--- config.mk ---
export PLATFORM = sky130hd
export DESIGN_NAME = gshare_predictor
export DESIGN_NICKNAME = d
export VERILOG_FILES = /design/src/rtl/rv32i_types.sv /design/src/rtl/bp_pattern_table.sv /design/src/rtl/gshare_predictor.sv
export SDC_FILE = /design/constraint.sdc
export NUM_CORES = 1
export LEC_CHECK = 0
export BUFFER_PORTS_ARGS = -buffer_cell sky130_fd_sc_hd__buf_2
export CELL_PAD_IN_SITES_DETAIL_PLACEMENT = 1
export CELL_PAD_IN_SITES_GLOBAL_PLACEMENT = 1
export CORE_ASPECT_RATIO = 1.4
export CORE_MARGIN = 3
export CORE_UTILIZATION = 55
export DETAILED_ROUTE_END_ITERATION = 10
export PLACE_DENSITY_LB_ADDON = 0.1
export REMOVE_ABC_BUFFERS = 1
export SLEW_MARGIN = 20
export SYNTH_ARGS = -nofsm -noshare
export SYNTH_HDL_FRONTEND = slang
export SYNTH_SLANG_ARGS = --single-unit
--- constraint.sdc ---
create_clock -name clk -period 11.2 [get_ports clk]
set_clock_uncertainty 0.1 [all_clocks]
set_input_delay 2.24 -clock clk [delete_from_list [all_inputs] [get_ports clk]]
set_output_delay 2.24 -clock clk [all_outputs]
set_load 0.03 [all_outputs]
--- src/rtl/rv32i_types.sv ---
// Shared RV32I core types; holds the branch-predictor counter type and its
// saturating-update helper.
package rv32i_types;

    typedef logic [1:0] bp_ctr_t;

    localparam bp_ctr_t BP_SNT = 2'b00;
    localparam bp_ctr_t BP_WNT = 2'b01;
    localparam bp_ctr_t BP_WT  = 2'b10;
    localparam bp_ctr_t BP_ST  = 2'b11;

    // Counters saturate at both ends so a long run never flips the prediction.
    function automatic bp_ctr_t bp_ctr_next(input bp_ctr_t ctr, input logic taken);
        bp_ctr_t result;
        result = ctr;
        if (taken) begin
            if (ctr != BP_ST) result = ctr + 2'b01;
        end else begin
            if (ctr != BP_SNT) result = ctr - 2'b01;
        end
        return result;
    endfunction

endpackage

--- src/rtl/bp_pattern_table.sv ---
// Pattern history table: 2^IDX_W two-bit saturating counters with one
// combinational read port and one saturating-update write port.
module bp_pattern_table
    import rv32i_types::*;
#(
    parameter int IDX_W = 8
) (
    input  logic             clk,
    input  logic             rst_n,
    input  logic [IDX_W-1:0] i_rd_idx,
    output bp_ctr_t          o_rd_ctr,
    input  logic             i_wr_en,
    input  logic [IDX_W-1:0] i_wr_idx,
    input  logic             i_wr_taken
);

    localparam int DEPTH = 1 << IDX_W;

    bp_ctr_t r_pht [DEPTH];

    // No bypass: a same-cycle read of the entry being trained sees the old value.
    assign o_rd_ctr = r_pht[i_rd_idx];

    always_ff @(posedge clk or negedge rst_n) begin
        if (!rst_n) begin
            for (int i = 0; i < DEPTH; i++) begin
                r_pht[i] <= BP_WNT;
            end
        end else if (i_wr_en) begin
            r_pht[i_wr_idx] <= bp_ctr_next(r_pht[i_wr_idx], i_wr_taken);
        end
    end

endmodule

--- src/rtl/gshare_predictor.sv ---
// Gshare direction predictor: PC xor global history indexes the PHT.
// Define GSHARE_SPEC_HISTORY_EN to add a speculative GHR with mispredict repair.
module gshare_predictor
    import rv32i_types::*;
#(
    parameter int IDX_W = 8
) (
    input  logic             clk,
    input  logic             rst_n,
    input  logic [31:0]      if_pc,
    input  logic             if_valid,
    input  logic             if_stall,
    output logic             global_prediction,
    output logic [IDX_W-1:0] pred_idx,
    input  logic             upd_valid,
    input  logic [IDX_W-1:0] upd_idx,
    input  logic             upd_taken,
    input  logic             upd_mispredict
);

    logic [IDX_W-1:0] r_ghr;
    logic [IDX_W-1:0] w_ghr_next;
    logic [IDX_W-1:0] w_ghr_view;
    bp_ctr_t          w_rd_ctr;

    assign w_ghr_next = {r_ghr[IDX_W-2:0], upd_taken};

    always_ff @(posedge clk or negedge rst_n) begin
        if (!rst_n) begin
            r_ghr <= '0;
        end else if (upd_valid) begin
            r_ghr <= w_ghr_next;
        end
    end

`ifdef GSHARE_SPEC_HISTORY_EN
    logic [IDX_W-1:0] r_spec_ghr;
    logic             w_unused_pc;

    // Repair from the resolved outcome takes priority over speculative growth.
    always_ff @(posedge clk or negedge rst_n) begin
        if (!rst_n) begin
            r_spec_ghr <= '0;
        end else if (upd_valid && upd_mispredict) begin
            r_spec_ghr <= w_ghr_next;
        end else if (if_valid && !if_stall) begin
            r_spec_ghr <= {r_spec_ghr[IDX_W-2:0], global_prediction};
        end
    end

    assign w_ghr_view  = r_spec_ghr;
    assign w_unused_pc = &{1'b0, if_pc[31:IDX_W+2], if_pc[1:0]};
`else
    logic w_unused_pc;

    assign w_ghr_view  = r_ghr;
    assign w_unused_pc = &{1'b0, if_pc[31:IDX_W+2], if_pc[1:0],
                           if_valid, if_stall, upd_mispredict};
`endif

    assign pred_idx          = if_pc[IDX_W+1:2] ^ w_ghr_view;
    assign global_prediction = w_rd_ctr[1];

    bp_pattern_table #(
        .IDX_W (IDX_W)
    ) u_pht (
        .clk        (clk),
        .rst_n      (rst_n),
        .i_rd_idx   (pred_idx),
        .o_rd_ctr   (w_rd_ctr),
        .i_wr_en    (upd_valid),
        .i_wr_idx   (upd_idx),
        .i_wr_taken (upd_taken)
    );

endmodule

Word-level counts from Yosys, hierarchy flattened
Cells that the tools add are included.

storage, ports and cells
  bits in registers = 520
  bits in latches = 0
  RAM bits = 0
  memory bits (read-only) = 0
  output and inout bits = 9
  word-level logic and storage cells = 281
  memories kept = 0

cells by class
  $add $sub $neg = 2
  $mul = 0
  div/mod/pow operators = 0
  order comparisons = 3
  equality and inequality tests = 1
  shifts and indexed selects = 0
  mux-type cells = 13
  bitwise gates (word level) = 3
  reduce and logical (&&, ||, !) cells = 2

operators by type and width
  operator               count
  $bwmux W512            1
  $bmux W2 S8            2
  $ge A9 B9 Y1 const B   2
  $mux W2                9
  $not A8 Y9             2
  $demux W2 S8           1
  $lt A9 B1 Y1 const B   1
  $xor A8 B8 Y8          1
  $add A2 B1 Y2 const B  1
  $ne A2 B2 Y1 const B   1
  $reduce_bool A2 Y1     1
  $sub A2 B1 Y2 const B  1
  $logic_and A1 B1 Y1    1

Logic depth before layout (Yosys ltp)
  word-level depth = 9
  mapped depth = 15
  depth with buffers taken out = 8

Cells and area by module
A second synthesis with hierarchy kept.

unflattened totals
  cell total of the unflattened synthesis = 2,553
  area, all modules = 28,569.9 µm²

by module, submodules not included
  module            instances  cells an instance  area an instance (µm²)
  bp_pattern_table  1          2,528              28,168.3
  gshare_predictor  1          25                 401.6

Worst setup path after synthesis
OpenSTA, ideal clock, no wires.

  kind = input to output
  start = input if_pc[2]
  end = output global_prediction
  data arrival time = 4.918 ns
  data required time = 8.860 ns
  setup slack = 3.942 ns
  stages on the path = 9
  buffers on the path = 3
  cells stage by stage = xor2_1 buf_2 buf_4 buf_2 mux4_2 mux4_2 a221oi_1 mux4_2 inv_1

on the way
  word-level cells in the longest chain between the ends = 5

RTL lines
  what                                        RTL line                source
  start: declaration                          gshare_predictor.sv:10  input logic [31:0] if_pc,
  $xor A8 B8 Y8                               gshare_predictor.sv:61  assign pred_idx = if_pc[IDX_W+1:2] ^ w_ghr_view;
  named net pred_idx[0]                       gshare_predictor.sv:14  output logic [IDX_W-1:0] pred_idx,
  $not A8 Y9 (not written as such)            bp_pattern_table.sv:22  assign o_rd_ctr = r_pht[i_rd_idx];
  $bmux W2 S8                                 bp_pattern_table.sv:22
  $mux W2 (not written as such) (2 in a row)  bp_pattern_table.sv:22
  end: declaration                            gshare_predictor.sv:13  output logic global_prediction,

The timed path passes the listed nets, and every way through them passes these cells. The select of a mux whose other input is x is not followed.

Worst setup path after layout
  start = input if_pc[2]
  end = output global_prediction

on the way
  word-level cells in the longest chain between the ends = 5

RTL lines
  what                                        RTL line
  $xor A8 B8 Y8                               gshare_predictor.sv:61
  $not A8 Y9 (not written as such)            bp_pattern_table.sv:22
  $bmux W2 S8                                 bp_pattern_table.sv:22
  $mux W2 (not written as such) (2 in a row)  bp_pattern_table.sv:22

No other way between the ends. The select of a mux whose other input is x is not followed.

==> results.md <==
* Initial core utilization at 56.1%
* Final Slew Violations at 0
* Max stage delay on crit path at 740 ps
* # resized after CTS at 0
* CP Depth at 10
* Final TNS setup at 0 ps
* Final setup viols at 0
* Crit path max fanout at 32
* Largest family of logic cells by synthesized area: multiplexers
* Compound-Gate Fraction of Synth Area at 12.1%
* Worst hold path class: reg2reg
* Power Dens Cells at 152 mW/mm²
* Power share of the combinational group at 11.4%
* WS Path Type: in2out
* Bufs on Longest Clock Path at 3
* H-tree Lvls at 2
* Final Worst Setup Slack at 2620 ps
* Register share of total power at 46.4%
* Core area at 0.0464 mm²
* Most used cell along the critical path: mux4_2
* Switching Share at 26.9%
* Post-Syn Instances at 2420
* WP data required at 8860 ps
* I/O pin cnt at 56
* Synth cell types at 45
* Global route overflow at 0
* Total Routing Usage GR at 35.9%
* Clk pwr share at 42.2%
* GP Congestion at 0.859
* Simple-gate share of the synthesized area at 13.5%
* Post-place setup slack at 2670 ps
* 1st-iter DRT viols at 1667
* Routed WL at 87500 µm
* Hold_buf cts at 0
* Outcome: finished clean
* Unrepaired setup endpoints after global routing: no
* Post-DP HPWL at 53600 µm
* Adder-Cell Fraction of Synth Area at 0.0864%
* Pin count of the biggest net entering global routing at 185
* Worst r2r path cells at 9
* Initial antenna violation count at 1
* Setup crit end kind: output pin
* CP top delay family: multiplexers
* Top_reg_cell synth: dfrtp_1
* Clock insertion delay at the later pin of the skew report at 620 ps
* First-pass GRT wire length at 136000 µm
* Max-cap violations at 0
* Least-Margin Pin Slew at 1160 ps
* Pleak at 0.0106 µW
* Clock-pin slew on the worst setup and hold paths at 70 ps
* Syn Area/Cell at 10.8 µm²
* Port Buffers at 28
* Number of synthesized flops with an enable pin at 0
* Multiplexer share of the synthesized area at 18.8%
* Clock Tree Root: clkbuf_16
* YS warnings at 0
* CP Data Arrival Time at 6240 ps
* Antenna Cells at 0
* Slew headroom at 22.5%
* Vias in the first global route at 22600
* Share of cells above drive strength 1 at 27.3%
* Die Span Y at 264 µm
* Die width at 190 µm
* Period utilization at 76.6%
* Setup bufs post-CTS at 0
* Router iterations before antenna repair at 5
* Area delta synth->final at 9.10%
* Antenna viol nets, final at 0
* Residual DRC at 0
* Drt via density at 6.65
* Startpoint Class: input pin
* CP max-delay cell: buf_4
* F_max at 117 MHz
* Hold Path Depth at 2
* Rows at 93
* Register bit count reported by yosys at 520
* Buffers & Inverters on Critical Path at 4
* Register area share after synthesis at 51.1%
* Ys async rst share at 100%
* P_sw at 1170 µW
* Syn Std Cell Area at 0.0261 mm²
* Final hold viol count at 0
* CTS tree: yes
* WHS at 362 ps
* Number of buffers created by CTS at 53
* Fin nets at 2434
* Max VDD drop at 0.148 mV
* Via count at 20300
* Crit path time final at 8580 ps
* Xor-xnor portion of the synthesized cell area at 0.269%
* Full die area at 0.0501 mm²
* Routed len/inst at 28.7 µm
* Clock sink count at 520
* Crit-path cells: buf_2 > xor2_4 > buf_4 > mux4_2 > mux4_2 > a22o_1 > a221oi_1 > mux4_2 > inv_1 > buf_2
* Pint at 3170 µW
tightest hold or removal path, stage by stage (launching register included):
cell     delay, ps
dfstp_2        370
nand2_1         40
o21ai_1         50
cells in the final DEF (no fill, tap or decap), types with 5 or more instances in the layout:
master	Yosys	layout
nand2_1	791	791
clkbuf_16	0	55
nor4_1	11	9
dfrtp_1	264	264
clkinv_2	0	14
clkbuf_1	57	17
mux2_2	10	10
buf_4	8	41
clkbuf_8	0	7
nor3_2	0	9
nand2b_1	7	7
a21oi_1	19	19
inv_1	6	6
buf_2	41	25
a22o_1	5	5
dfstp_2	256	256
nand3_1	5	5
o21ai_0	270	270
buf_12	0	5
nor2_1	21	13
o21ai_1	245	245
a22oi_1	44	44
nand4_1	9	9
mux2i_1	31	31
mux4_2	199	199
cell usage after synthesis (3+ instances only):
cell type,number,area share [%]
buf_1,13,0.19
dfstp_2,256,26
nand2b_1,7,0.17
a221oi_1,4,0.13
buf_2,41,0.79
clkbuf_1,57,0.82
mux2i_1,31,1.2
a22o_1,5,0.17
nor4_1,11,0.26
o21ai_1,245,4.7
nor3_1,13,0.25
nor4bb_1,4,0.15
buf_6,43,1.9
nand2_1,791,11
and2_1,4,0.096
o22ai_1,4,0.096
xor2_1,6,0.20
nand3_1,5,0.096
and4b_1,3,0.12
o21ai_0,270,5.2
a21oi_1,19,0.36
dfrtp_1,264,25
nor2_1,21,0.30
nor2b_1,5,0.12
inv_1,6,0.086
a22oi_1,44,1.3
mux2_2,10,0.43
nand4_1,9,0.22
buf_4,8,0.23
mux4_2,199,17
or2_2,3,0.072
power groups by stage:
stage	sequential, µW	clock, µW	combinational (µW)
finish	2010	1830	494
global route	2020	1920	520
CTS	2010	1850	487
detailed placement	2040	0	483
global placement	2030	0	473
floorplan	2020	0	262
area by class of cell:
cell class / count / area [µm²]
Fill cell: 4797 / 18000
Timing Repair Buffer: 75 / 618
Tap cell: 617 / 772
Sequential cell: 520 / 13300
Clock buffer: 79 / 1540
Clock inverter: 21 / 224
Inverter: 7 / 26.3
Multi-Input combinational cell: 1730 / 11900
registers in the layout, summed over array words and instances, names as in the netlist:
name	flops
u_pht.r_pht	512
r_ghr	8
metal layers:
metal	up-vias	track usage, %	wire [µm]
met4	0	20.1	5760
met1	10600	44.3	32600
met3	302	7.46	5960
met5	-	0	0
li1	8573	-	-
met2	802	58.9	43200
final timing paths:
path | slack (ps) | end | from
setup / recovery | 2620 | global_prediction | if_pc[2]
hold / removal | 360 | u_pht.r_pht[386] | u_pht.r_pht[386]
setup reg to reg | 6830 | u_pht.r_pht[425] | u_pht.r_pht[257]
hold reg to reg | 360 | u_pht.r_pht[386] | u_pht.r_pht[386]
max in group asynchronous | 7730 | u_pht.r_pht[401] | rst_n
min in group asynchronous | 1630 | u_pht.r_pht[325] | rst_n
metrics by stage:
step / total power (µW) / utilization [%] / cells / cell area [µm²]
after detailed placement: 2520 / 57.3 / 2946 / 26600
after global routing: 4460 / 61.3 / 3049 / 28400
after global placement: 2510 / 57.3 / 2946 / 26600
final: 4330 / 61.3 / 3049 / 28400
after CTS: 4340 / 61.1 / 3046 / 28400
after floorplan: 2290 / - / 2257 / 25000
cells by family (layout without fill, tap and decap cells):
| kind of cell | Yosys count | in the layout |
|---|---|---|
| and+or+nand+nor | 883 | 883 |
| AOI/OAI and AO/OA | 597 | 597 |
| DFF | 520 | 520 |
| muxes | 240 | 240 |
| buffers and inverters | 170 | 182 |
| xor gates and xnor gates | 8 | 8 |
| adders and majority gates | 2 | 2 |
(Power assumes the default switching activity.)
